$ cat config.mk
export PLATFORM = sky130hd
export DESIGN_NAME = lift_req_latch
export DESIGN_NICKNAME = d
export VERILOG_FILES = /design/src/rtl/lift_req_latch.sv
export SDC_FILE = /design/constraint.sdc
export NUM_CORES = 1
export LEC_CHECK = 0
export CAP_MARGIN = 20
export CELL_PAD_IN_SITES_DETAIL_PLACEMENT = 1
export CELL_PAD_IN_SITES_GLOBAL_PLACEMENT = 2
export CORE_UTILIZATION = 35
export CTS_BUF_LIST = sky130_fd_sc_hd__clkbuf_16
export DETAILED_ROUTE_END_ITERATION = 8
export HOLD_SLACK_MARGIN = 0.15
export PLACE_DENSITY_LB_ADDON = 0.1
export SYNTH_ARGS = -nofsm -noshare
export SYNTH_HDL_FRONTEND = slang
export SYNTH_SLANG_ARGS = --single-unit
export TNS_END_PERCENT = 20
$ cat constraint.sdc
create_clock -name clk -period 3.2 [get_ports clk]
set_input_delay 0.64 -clock clk [delete_from_list [all_inputs] [get_ports clk]]
set_output_delay 0.64 -clock clk [all_outputs]
set_load 0.02 [all_outputs]
$ cat src/rtl/lift_req_latch.sv
// Request front-end for the three-floor lift: button synchronisation and
// edge detection, pending-request latch, travel pacing for the floor FSM
// and door dwell sequencing.
module lift_req_latch #(
    parameter int unsigned TRAVEL_CYCLES = 8,
    parameter int unsigned DOOR_CYCLES   = 16
) (
    input  logic       clk,
    input  logic       rst_n,
    input  logic [2:0] btn_call,
    input  logic [2:0] cur_floor,
    output logic [2:0] req_floor,
    output logic       start,
    output logic       door_open,
    output logic [2:0] pending,
    output logic       busy
);

    typedef enum logic [1:0] {
        IDLE,
        MOVE,
        SETTLE,
        DOOR
    } state_t;

    localparam logic [7:0] TRAV_LOAD = 8'(TRAVEL_CYCLES - 1);
    localparam logic [7:0] DOOR_LOAD = 8'(DOOR_CYCLES - 1);

    logic [2:0] btn_s1;
    logic [2:0] btn_s2;
    logic [2:0] btn_prev;
    logic [2:0] btn_rise;

    state_t     state;
    state_t     state_nxt;
    logic [7:0] trav_cnt;
    logic [7:0] trav_nxt;
    logic [7:0] door_cnt;
    logic [7:0] door_nxt;
    logic [2:0] pending_nxt;
    logic [2:0] set_mask;
    logic       enter_door;
    logic       go_decide;
    logic       start_nxt;

    logic       floor_valid;
    logic [2:0] floor_mask;
    logic       match;
    logic       reopen;

    // Two-flop synchroniser per button, then a registered rising-edge pulse.
    always_ff @(posedge clk or negedge rst_n) begin
        if (!rst_n) begin
            btn_s1   <= '0;
            btn_s2   <= '0;
            btn_prev <= '0;
            btn_rise <= '0;
        end else begin
            btn_s1   <= btn_call;
            btn_s2   <= btn_s1;
            btn_prev <= btn_s2;
            btn_rise <= btn_s2 & ~btn_prev;
        end
    end

    // Floor decode: a malformed cur_floor matches nothing and clears nothing.
    always_comb begin
        floor_valid = (cur_floor == 3'b001) || (cur_floor == 3'b010) ||
                      (cur_floor == 3'b100);
        floor_mask  = floor_valid ? cur_floor : '0;
        match       = |(pending & floor_mask);
        reopen      = |(btn_rise & floor_mask);
        req_floor   = pending & ~cur_floor;
    end

    // Next-state, counter and request-register logic.
    always_comb begin
        state_nxt  = state;
        trav_nxt   = trav_cnt;
        door_nxt   = door_cnt;
        set_mask   = btn_rise;
        enter_door = 1'b0;
        go_decide  = 1'b0;

        case (state)
            IDLE, SETTLE: go_decide = 1'b1;
            MOVE: begin
                if (trav_cnt == '0) begin
                    state_nxt = SETTLE;
                end else begin
                    trav_nxt = trav_cnt - 8'd1;
                end
            end
            DOOR: begin
                // A press at the floor being served re-opens instead of latching.
                set_mask = btn_rise & ~floor_mask;
                if (reopen) begin
                    door_nxt = DOOR_LOAD;
                end else if (door_cnt == '0) begin
                    go_decide = 1'b1;
                end else begin
                    door_nxt = door_cnt - 8'd1;
                end
            end
            default: state_nxt = IDLE;
        endcase

        if (go_decide) begin
            if (match) begin
                state_nxt  = DOOR;
                door_nxt   = DOOR_LOAD;
                enter_door = 1'b1;
            end else if (|req_floor) begin
                state_nxt = MOVE;
                trav_nxt  = TRAV_LOAD;
            end else begin
                state_nxt = IDLE;
            end
        end

        // The clear on door entry overrides a same-cycle press of that floor.
        pending_nxt = (pending | set_mask) & ~(enter_door ? floor_mask : 3'b000);

        // start is registered, so it is raised for the MOVE cycle whose count is 0.
        start_nxt = (state_nxt == MOVE) && (trav_nxt == '0);
    end

    // State, counters, request latch and registered outputs.
    always_ff @(posedge clk or negedge rst_n) begin
        if (!rst_n) begin
            state     <= IDLE;
            trav_cnt  <= '0;
            door_cnt  <= '0;
            pending   <= '0;
            start     <= 1'b0;
            door_open <= 1'b0;
            busy      <= 1'b0;
        end else begin
            state     <= state_nxt;
            trav_cnt  <= trav_nxt;
            door_cnt  <= door_nxt;
            pending   <= pending_nxt;
            start     <= start_nxt;
            door_open <= (state_nxt == DOOR);
            busy      <= (state_nxt != IDLE);
        end
    end

endmodule

### Word level (Yosys, flattened, before mapping)

Cells that the tools add are included.

* register bits: 36
* output and inout bits: 9
* logic and storage cells: 67

* $add $sub $neg: 2
* equal/unequal tests: 8
* mux-type cells: 23
* bitwise gates (word level): 11
* reduce and logical (&&, ||, !) cells: 12

Operator list (number)
* two-way mux 8 bit: 10
* zero test 8 bit: 3
* AND 3 bit: 6
* subtractor 8 x 1 -> 8 bit, second input constant: 2
* inverter 3 bit: 4
* two-way mux 3 bit: 3
* OR reduction 3 bit: 3
* two-way mux 2 bit: 4
* equality test 2 bit, second input constant: 3
* two-way mux 1 bit: 5
* equality test 2 x 1 -> 1 bit, second input constant: 2
* equality test 3 x 1 -> 1 bit, second input constant: 1
* equality test 3 x 2 -> 1 bit, second input constant: 1
* equality test 3 bit, second input constant: 1
* OR 3 bit: 1
* zero test 2 bit: 1
* logical OR 1 bit: 2
* case mux 1 bit (2 select lines): 1
* nonzero test 2 bit: 1
* OR reduction 2 bit: 1
* logical AND 1 bit: 1

### Depth between registers and ports, before layout

Gate-level depths: netlist of run 1.

* depth in word-level cells: 12
* mapped depth: 8

### Worst setup path before layout of run 1

Ideal clock, no wire load.

* path kind: input -> register
* start point: input cur_floor[1]
* end point: register start
* library setup time: 0.111 ns
* arrival time: 2.156 ns
* path slack: 0.933 ns
* stages on the path: 6
* buffers on the path: 1
* cells stage by stage: buf_2 and4bb_1 a211oi_4 a41oi_2 or2_2 a2111oi_2

* word-level cells in the longest chain between the ends: 11

RTL lines
* start, declared: line 11 `input logic [2:0] cur_floor,`
* equality test 3 x 1 -> 1 bit / equality test 3 x 2 -> 1 bit (equally long branches): line 68 `floor_valid = (cur_floor == 3'b001) || (cur_floor == 3'b010) ||`
* logical OR 1 bit (2 in series): line 68
* two-way mux 3 bit: line 70 `floor_mask = floor_valid ? cur_floor : '0;`
* AND 3 bit: line 72 `reopen = |(btn_rise & floor_mask);`
* OR reduction 3 bit: line 72
* two-way mux 1 bit: line 97 `if (reopen) begin`
* case mux 1 bit (2 select lines): line 85 `case (state)`
* two-way mux 8 bit / two-way mux 2 bit (equally long branches): line 108 `if (go_decide) begin`
* zero test 8 bit / equality test 2 x 1 -> 1 bit (equally long branches): line 125 `start_nxt = (state_nxt == MOVE) && (trav_nxt == '0);`
* logical AND 1 bit *: line 125
* net start_nxt: line 44 `logic start_nxt;`
* end signal, assigned: line 143 `start <= start_nxt;`
* end, declared: line 13 `output logic start,`

Mark *: on every way through the listed nets, which the timed path passes. The rest lies on a longest branch.

### Worst setup path in the final report of run 1

* start point: input cur_floor[2]
* end point: output req_floor[2]

* word-level cells in the longest chain between the ends: 2

RTL lines
* inverter 3 bit: line 73 `req_floor = pending & ~cur_floor;`
* AND 3 bit: line 73
* end, declared: line 12 `output logic [2:0] req_floor,`

No other way between the ends.

==> results of run 1 <==
[sequential cells by signal (all words and copies together) (netlist names), 2 cells and up]
signal    count
btn_s2        3
trav_cnt      8
btn_rise      3
pending       3
btn_prev      3
door_cnt      8
state         2
btn_s1        3
[how the worst max path moves through the flow]
stage                  from         endpoint  slack [ps]  cells after the start
2_1_floorplan  cur_floor[1]  start$_DFF_PN0_         930                      6
3_3_place_gp   cur_floor[2]  start$_DFF_PN0_         290                      7
3_5_place_dp   cur_floor[2]  start$_DFF_PN0_         170                      7
4_1_cts        cur_floor[2]     req_floor[2]         360                      3
5_1_grt        cur_floor[2]  start$_DFF_PN0_         180                      7
6_report       cur_floor[2]     req_floor[2]         340                      3
[routing by layer]
layer  GRT usage [%]  up-vias
met5               0        -
li1                -      682
met3            3.25        5
met4            7.55        0
met2            28.8       11
met1            23.9      681
[cell usage in the layout (no fill, tap or decap), drive strengths merged, types with 2 or more instances in the layout]
cell	Yosys	routed
o21ai	3	3
dfrtp	36	36
nor2	14	14
clkdlybuf4s50	0	16
a311oi	2	2
nand2b	3	3
nor3	6	6
a41oi	2	2
o31ai	4	4
clkinvlp	0	2
nand3b	2	2
or2	5	5
a31oi	4	4
nor4bb	3	3
buf	2	3
ha	4	4
nand2	12	12
nor2b	4	4
nor4b	3	3
xor2	4	4
inv	10	10
xnor2	2	2
clkbuf	2	5
o221ai	2	2
nand3	2	2
and2b	3	3
and2	3	3
nor4	2	2
a211oi	3	3
a2111oi	2	2
a2bb2oi	2	2
or4	2	2
a21oi	12	12
[cells by family (layout without fill, tap and decap cells)]
| kind of cell | after synthesis | after routing | share of synthesized area [%] |
|---|---|---|---|
| XOR/XNOR | 6 | 6 | 2.87 |
| multiplexers | 1 | 1 | 0.616 |
| flip-flops | 36 | 36 | 49.3 |
| adder cells (fa/ha/maj) | 4 | 4 | 2.74 |
| buffers and inverters | 14 | 37 | 3.01 |
| AND/OR/NAND/NOR | 70 | 70 | 22.9 |
| AO/OA/AOI/OAI | 43 | 43 | 18.6 |
[metrics by stage]
stage	total power, W	utilization [%]	hold WS (ps)
5_1_grt	0.00199	45.6	367
2_1_floorplan	0.00118	-	331
3_5_place_dp	0.00138	42.6	337
3_3_place_gp	0.00136	42.6	335
6_report	0.00184	45.6	352
4_1_cts	0.00187	45.6	355
[area by class of cell]
type                       instances  area, sq um
clock buffer                       5          125
inverter                          10         37.5
clock inverter                     3         23.8
multi-input combinational        124          872
fill                             552         2650
tap                               67         83.8
sequential                        36          901
timing repair buffer              19          183
[report_power, final]
group	switching, W	total (W)	internal, W	leakage [nW]
clock	0.000185	0.000474	0.000289	0.0660
sequential	0.000135	0.000709	0.000574	0.420
combinational	0.000369	0.000661	0.000292	0.423
==> impl_metrics.py, run 1 <==
metrics = {
    "outcome": {
        "status": "complete, no violations",
    },
    "drt": {
        "via_per_inst": 5.22,
        "antenna_left": 0,
        "met3_length_microns": 86,
        "first_pass_iters": 4,
        "wl_met2_microns": 2050,
        "route.detailed.drc": 0,
        "highest_layer": "met4",
        "dr_total_vias": 1379,
        "wl_met1_microns": 1980,
        "wl_microns": 4180,
        "drt_iter0_drc": 50,
        "wl_per_cell_microns": 15.8,
    },
    "global_route": {
        "grt_pass1_vias": 1445,
        "grt_overflow": 0,
        "grt_usage_pct": 17.9,
        "grt_first_pass_wirelength_microns": 7220,
        "antenna_found_initial": 0,
        "grt_max_degree": 37,
    },
    "timing": {
        "worstMarginPinSlew_ps": 673,
        "finalHoldViolCount": 0,
        "rsz0062_at_grt": "no",
        "maxSlewViolCount": 0,
        "finalSetupTns_ps": 0,
        "fmax_mhz": 350,
        "timing.final.crit_share_pct": 89.3,
        "maxSlewHeadroom_pct": 54.5,
        "final.setup_skew_ps": 2.38,
        "postLayoutSetupSlackWorst_ps": 343,
        "fin_crit_ps": 2860,
        "setup_viol": 0,
    },
    "worst_hold_path": {
        "hold_depth": 0,
        "min_from": "btn_s1[2]$_DFF_PN0_",
        "hold_end": "btn_s2[2]$_DFF_PN0_",
        "min_path_type": "reg -> reg",
    },
    "worst_setup_path": {
        "cp_top_family": "buffers and inverters",
        "path_common_cell": "clkdlybuf4s50_1",
        "worstReg2RegEnd": "start$_DFF_PN0_",
        "crit_arrival_ps": 2220,
        "slowest_delay_ps": 630,
        "crit_type": "in -> out",
        "crit_chain": "clkdlybuf4s50_1, and2b_2, clkdlybuf4s50_1",
        "cp-end-kind": "output pin",
        "required_ps": 2560,
        "r2r_start": "trav_cnt[0]$_DFF_PN0_",
        "r2r_cells": 7,
        "startpoint_type": "primary input",
        "crit_slowest_cell": "clkdlybuf4s50_1",
        "worst-path-buf-inv": 2,
        "path_max_fanout": 11,
        "r2r_slack_ps": 870,
    },
    "logic_synthesis": {
        "syn_inst": 174,
        "synth_enable_flop_cells": 0,
        "synth_cell_types": 51,
        "synth_commonest_cells": "dfrtp_1, nor2_1, a21oi_1, nand2_1, inv_1",
        "synth_nets": 186,
        "synth.avg_cell_area_sq_um": 10.5,
        "synth_top_cell_by_area": "dfrtp_1",
        "ys_ff_latch": 36,
        "seq_area_frac_synth_pct": 49.3,
        "synth.top_cell.area_share_pct": 49.3,
        "synth_area_sq_um": 1830,
        "ys.flop_type": "dfrtp_1",
        "synth_area_leaders": "dfrtp_1, a21oi_1, nor2_1",
        "async_reset_ff_share_pct": 100,
        "ys_warn_count": 0,
        "yosysMostFrequentCell": "dfrtp_1",
    },
    "final_layout": {
        "nets": 208,
        "fin_area_sq_um": 2230,
        "diodes": 0,
        "syn_to_final_growth_pct": 21.8,
        "drive_above_1_share_pct": 14.7,
        "finalNonFillerCells": 264,
    },
    "place": {
        "preCtsSetupSlack_ps": 173,
        "port_buffers": 16,
        "place_inst": 256,
        "dp.final_hpwl_microns": 3110,
        "place_area_sq_um": 2080,
        "place_congestion": 0.806,
    },
    "die": {
        "dieArea_sq_um": 5520,
        "die_y_microns": 74.3,
        "initial_core_util_pct": 37.5,
        "fp-row-count": 25,
        "io_pins": 17,
        "core_area_sq_um": 4880,
        "fp.dieW_microns": 74.3,
    },
    "cts": {
        "htree_num_levels": 2,
        "insertion_delay_ps": 280,
        "cts_root_buf": "clkbuf_16",
        "cts_tree": "built",
        "cts_buffer_depth": 2,
        "path_clk_slew_ps": 50,
        "cts_setup_buffers": 0,
        "cts-buffers-inserted": 5,
        "cts_hold_buf": 0,
        "cts.sinks": 36,
        "cts_resized": 0,
    },
    "pwr": {
        "p_per_area_nw_per_um2": 828,
        "power_leakage_nw": 0.909,
        "peakVddDrop_mv": 0.364,
    },
    "run": {
        "max_cap_viol_count": 0,
    },
}
No activity file was read; power rests on OpenSTA's default activity.
==> inputs of run 2 (changes only) <==
--- a/config.mk
+++ b/config.mk
@@ -8,6 +8,7 @@
 export CAP_MARGIN = 20
 export CELL_PAD_IN_SITES_DETAIL_PLACEMENT = 1
 export CELL_PAD_IN_SITES_GLOBAL_PLACEMENT = 2
+export CORE_MARGIN = 3
 export CORE_UTILIZATION = 35
 export CTS_BUF_LIST = sky130_fd_sc_hd__clkbuf_16
 export DETAILED_ROUTE_END_ITERATION = 8
==> run 2 against run 1 <==
  * Non-clock buffer count up 1
  * Register-to-register slack worse by 90 ps
  * Routed wire length up 3.5%
  * Sequential cell count unchanged
  * Die area up 11%
  * Via count up 1.5%
  * Maximum frequency down 0.13%
  * Clock power up 2%
  * Total power about the same
  * Final cell count up 0.38%
  * Utilization up 0.15 points
  * Critical path type unchanged
  * Largest cell class unchanged
  * Largest power group unchanged
==> impl_metrics.py, run 2 (same netlist as run 1, synthesis figures left out) <==
metrics = {
    "global_route": {
        "grt_usage_pct": 16.2,
        "grt_max_degree": 37,
        "antenna_found_initial": 0,
        "grt_pass1_vias": 1506,
        "grt_overflow": 0,
        "grt_first_pass_wirelength_microns": 7760,
    },
    "final_layout": {
        "diodes": 0,
        "drive_above_1_share_pct": 15.2,
        "nets": 209,
        "n_fill_cell": 552,
        "layout_common_cells": "dfrtp_1, clkdlybuf4s50_1, nor2_1",
        "syn_to_final_growth_pct": 22.2,
        "fin_area_sq_um": 2230,
        "layout_commonest_cell": "dfrtp_1",
        "top_regs": "door_cnt: 8 flops, trav_cnt: 8 flops",
    },
    "die": {
        "die_y_microns": 78.3,
        "fp.dieW_microns": 78.3,
        "dieArea_sq_um": 6130,
        "initial_core_util_pct": 37.5,
        "fp-row-count": 25,
        "core_area_sq_um": 4880,
        "io_pins": 17,
    },
    "worst_setup_path": {
        "r2r_start": "state[1]$_DFF_PN0_",
        "cp-startpoint": "cur_floor[2]",
        "path_max_fanout": 11,
        "worstReg2RegEnd": "start$_DFF_PN0_",
        "crit_type": "in -> out",
        "cp-end-kind": "output pin",
        "required_ps": 2560,
        "startpoint_type": "primary input",
        "r2r_slack_ps": 780,
        "r2r_cells": 5,
        "crit_arrival_ps": 2220,
    },
    "cts": {
        "cts_root_buf": "clkbuf_16",
        "cts_resized": 0,
        "cts_buffer_depth": 2,
        "cts_hold_buf": 0,
        "cts.sinks": 36,
        "cts-buffers-inserted": 5,
        "cts_tree": "built",
        "path_clk_slew_ps": 60,
        "insertion_delay_ps": 280,
        "htree_num_levels": 2,
        "cts_setup_buffers": 0,
    },
    "worst_hold_path": {
        "min_path_type": "reg -> reg",
        "min_from": "btn_s1[2]$_DFF_PN0_",
        "hold_depth": 0,
        "hold_end": "btn_s2[2]$_DFF_PN0_",
    },
    "drt": {
        "wl_per_cell_microns": 16.3,
        "wl_microns": 4330,
        "first_pass_iters": 4,
        "dr_total_vias": 1399,
        "drt_iter0_drc": 69,
        "route.detailed.drc": 0,
        "via_per_inst": 5.28,
        "antenna_left": 0,
    },
    "run": {
        "max_cap_viol_count": 0,
    },
    "pwr": {
        "power_w": 0.00184,
        "peakVddDrop_mv": 0.345,
        "p_per_area_nw_per_um2": 826,
        "power_leakage_nw": 0.913,
    },
    "timing": {
        "postLayoutSetupSlackWorst_ps": 340,
        "setup_viol": 0,
        "fmax_mhz": 350,
        "fin_crit_ps": 2860,
        "worstMarginPinSlew_ps": 857,
        "rsz0062_at_grt": "no",
        "maxSlewViolCount": 0,
        "finalSetupTns_ps": 0,
        "holdWs_ps": 355,
        "maxSlewHeadroom_pct": 42.1,
        "final.setup_skew_ps": 5.58,
        "finalHoldViolCount": 0,
        "timing.final.crit_share_pct": 89.4,
    },
    "place": {
        "port_buffers": 16,
        "preCtsSetupSlack_ps": 190,
        "place_congestion": 0.810,
        "dp.final_hpwl_microns": 3160,
        "place_area_sq_um": 2080,
    },
    "outcome": {
        "status": "complete, no violations",
    },
}
run 2: cell types whose count changed in the layout (fill, tap and decap cells not counted), sizes merged:
cell  before  now
buf        3    4
run 2: per-layer routing:
metal  global-route usage [%]  wire (microns)  vias to the layer above
met5                        0               0                        -
met4                     4.72              48                        0
met3                     3.21              88                        5
met2                     27.6            2220                       13
met1                     20.9            1970                      696
li1                         -               -                      685
run 2: layout make-up:
cell class | count | area (sq um) | area share (%)
multi-input cells | 124 | 872 | 39.0
clock inverters | 3 | 23.8 | 1.06
flip-flops and latches | 36 | 901 | 40.3
well taps | 67 | 83.8 | 3.75
clock buffers | 5 | 125 | 5.60
inverters | 10 | 37.5 | 1.68
repair buffers | 20 | 190 | 8.52
run 2: power by group:
group	internal [W]	total (W)	switching, W
Combinational	0.000294	0.000655	0.000362
Sequential	0.000574	0.000708	0.000133
Clock	0.000289	0.000482	0.000192
run 2: metrics by stage:
stage	instances	utilization, %
floorplan	174	-
global placement	257	42.7
detailed placement	257	42.7
CTS	265	45.8
global route	265	45.8
finish	265	45.8
run 2: how the worst max path moves through the flow:
stage / cells after the start / to / slack [ps]
2_1_floorplan: 6 / start$_DFF_PN0_ / 930
3_3_place_gp: 7 / start$_DFF_PN0_ / 290
3_5_place_dp: 7 / start$_DFF_PN0_ / 190
4_1_cts: 3 / req_floor[2] / 330
5_1_grt: 3 / req_floor[2] / 280
6_report: 3 / req_floor[2] / 340
run 2: worst max-delay path, cell delays in order:
cell and delay, ps:
clkdlybuf4s50_1 590, and2b_2 360, clkdlybuf4s50_1 620
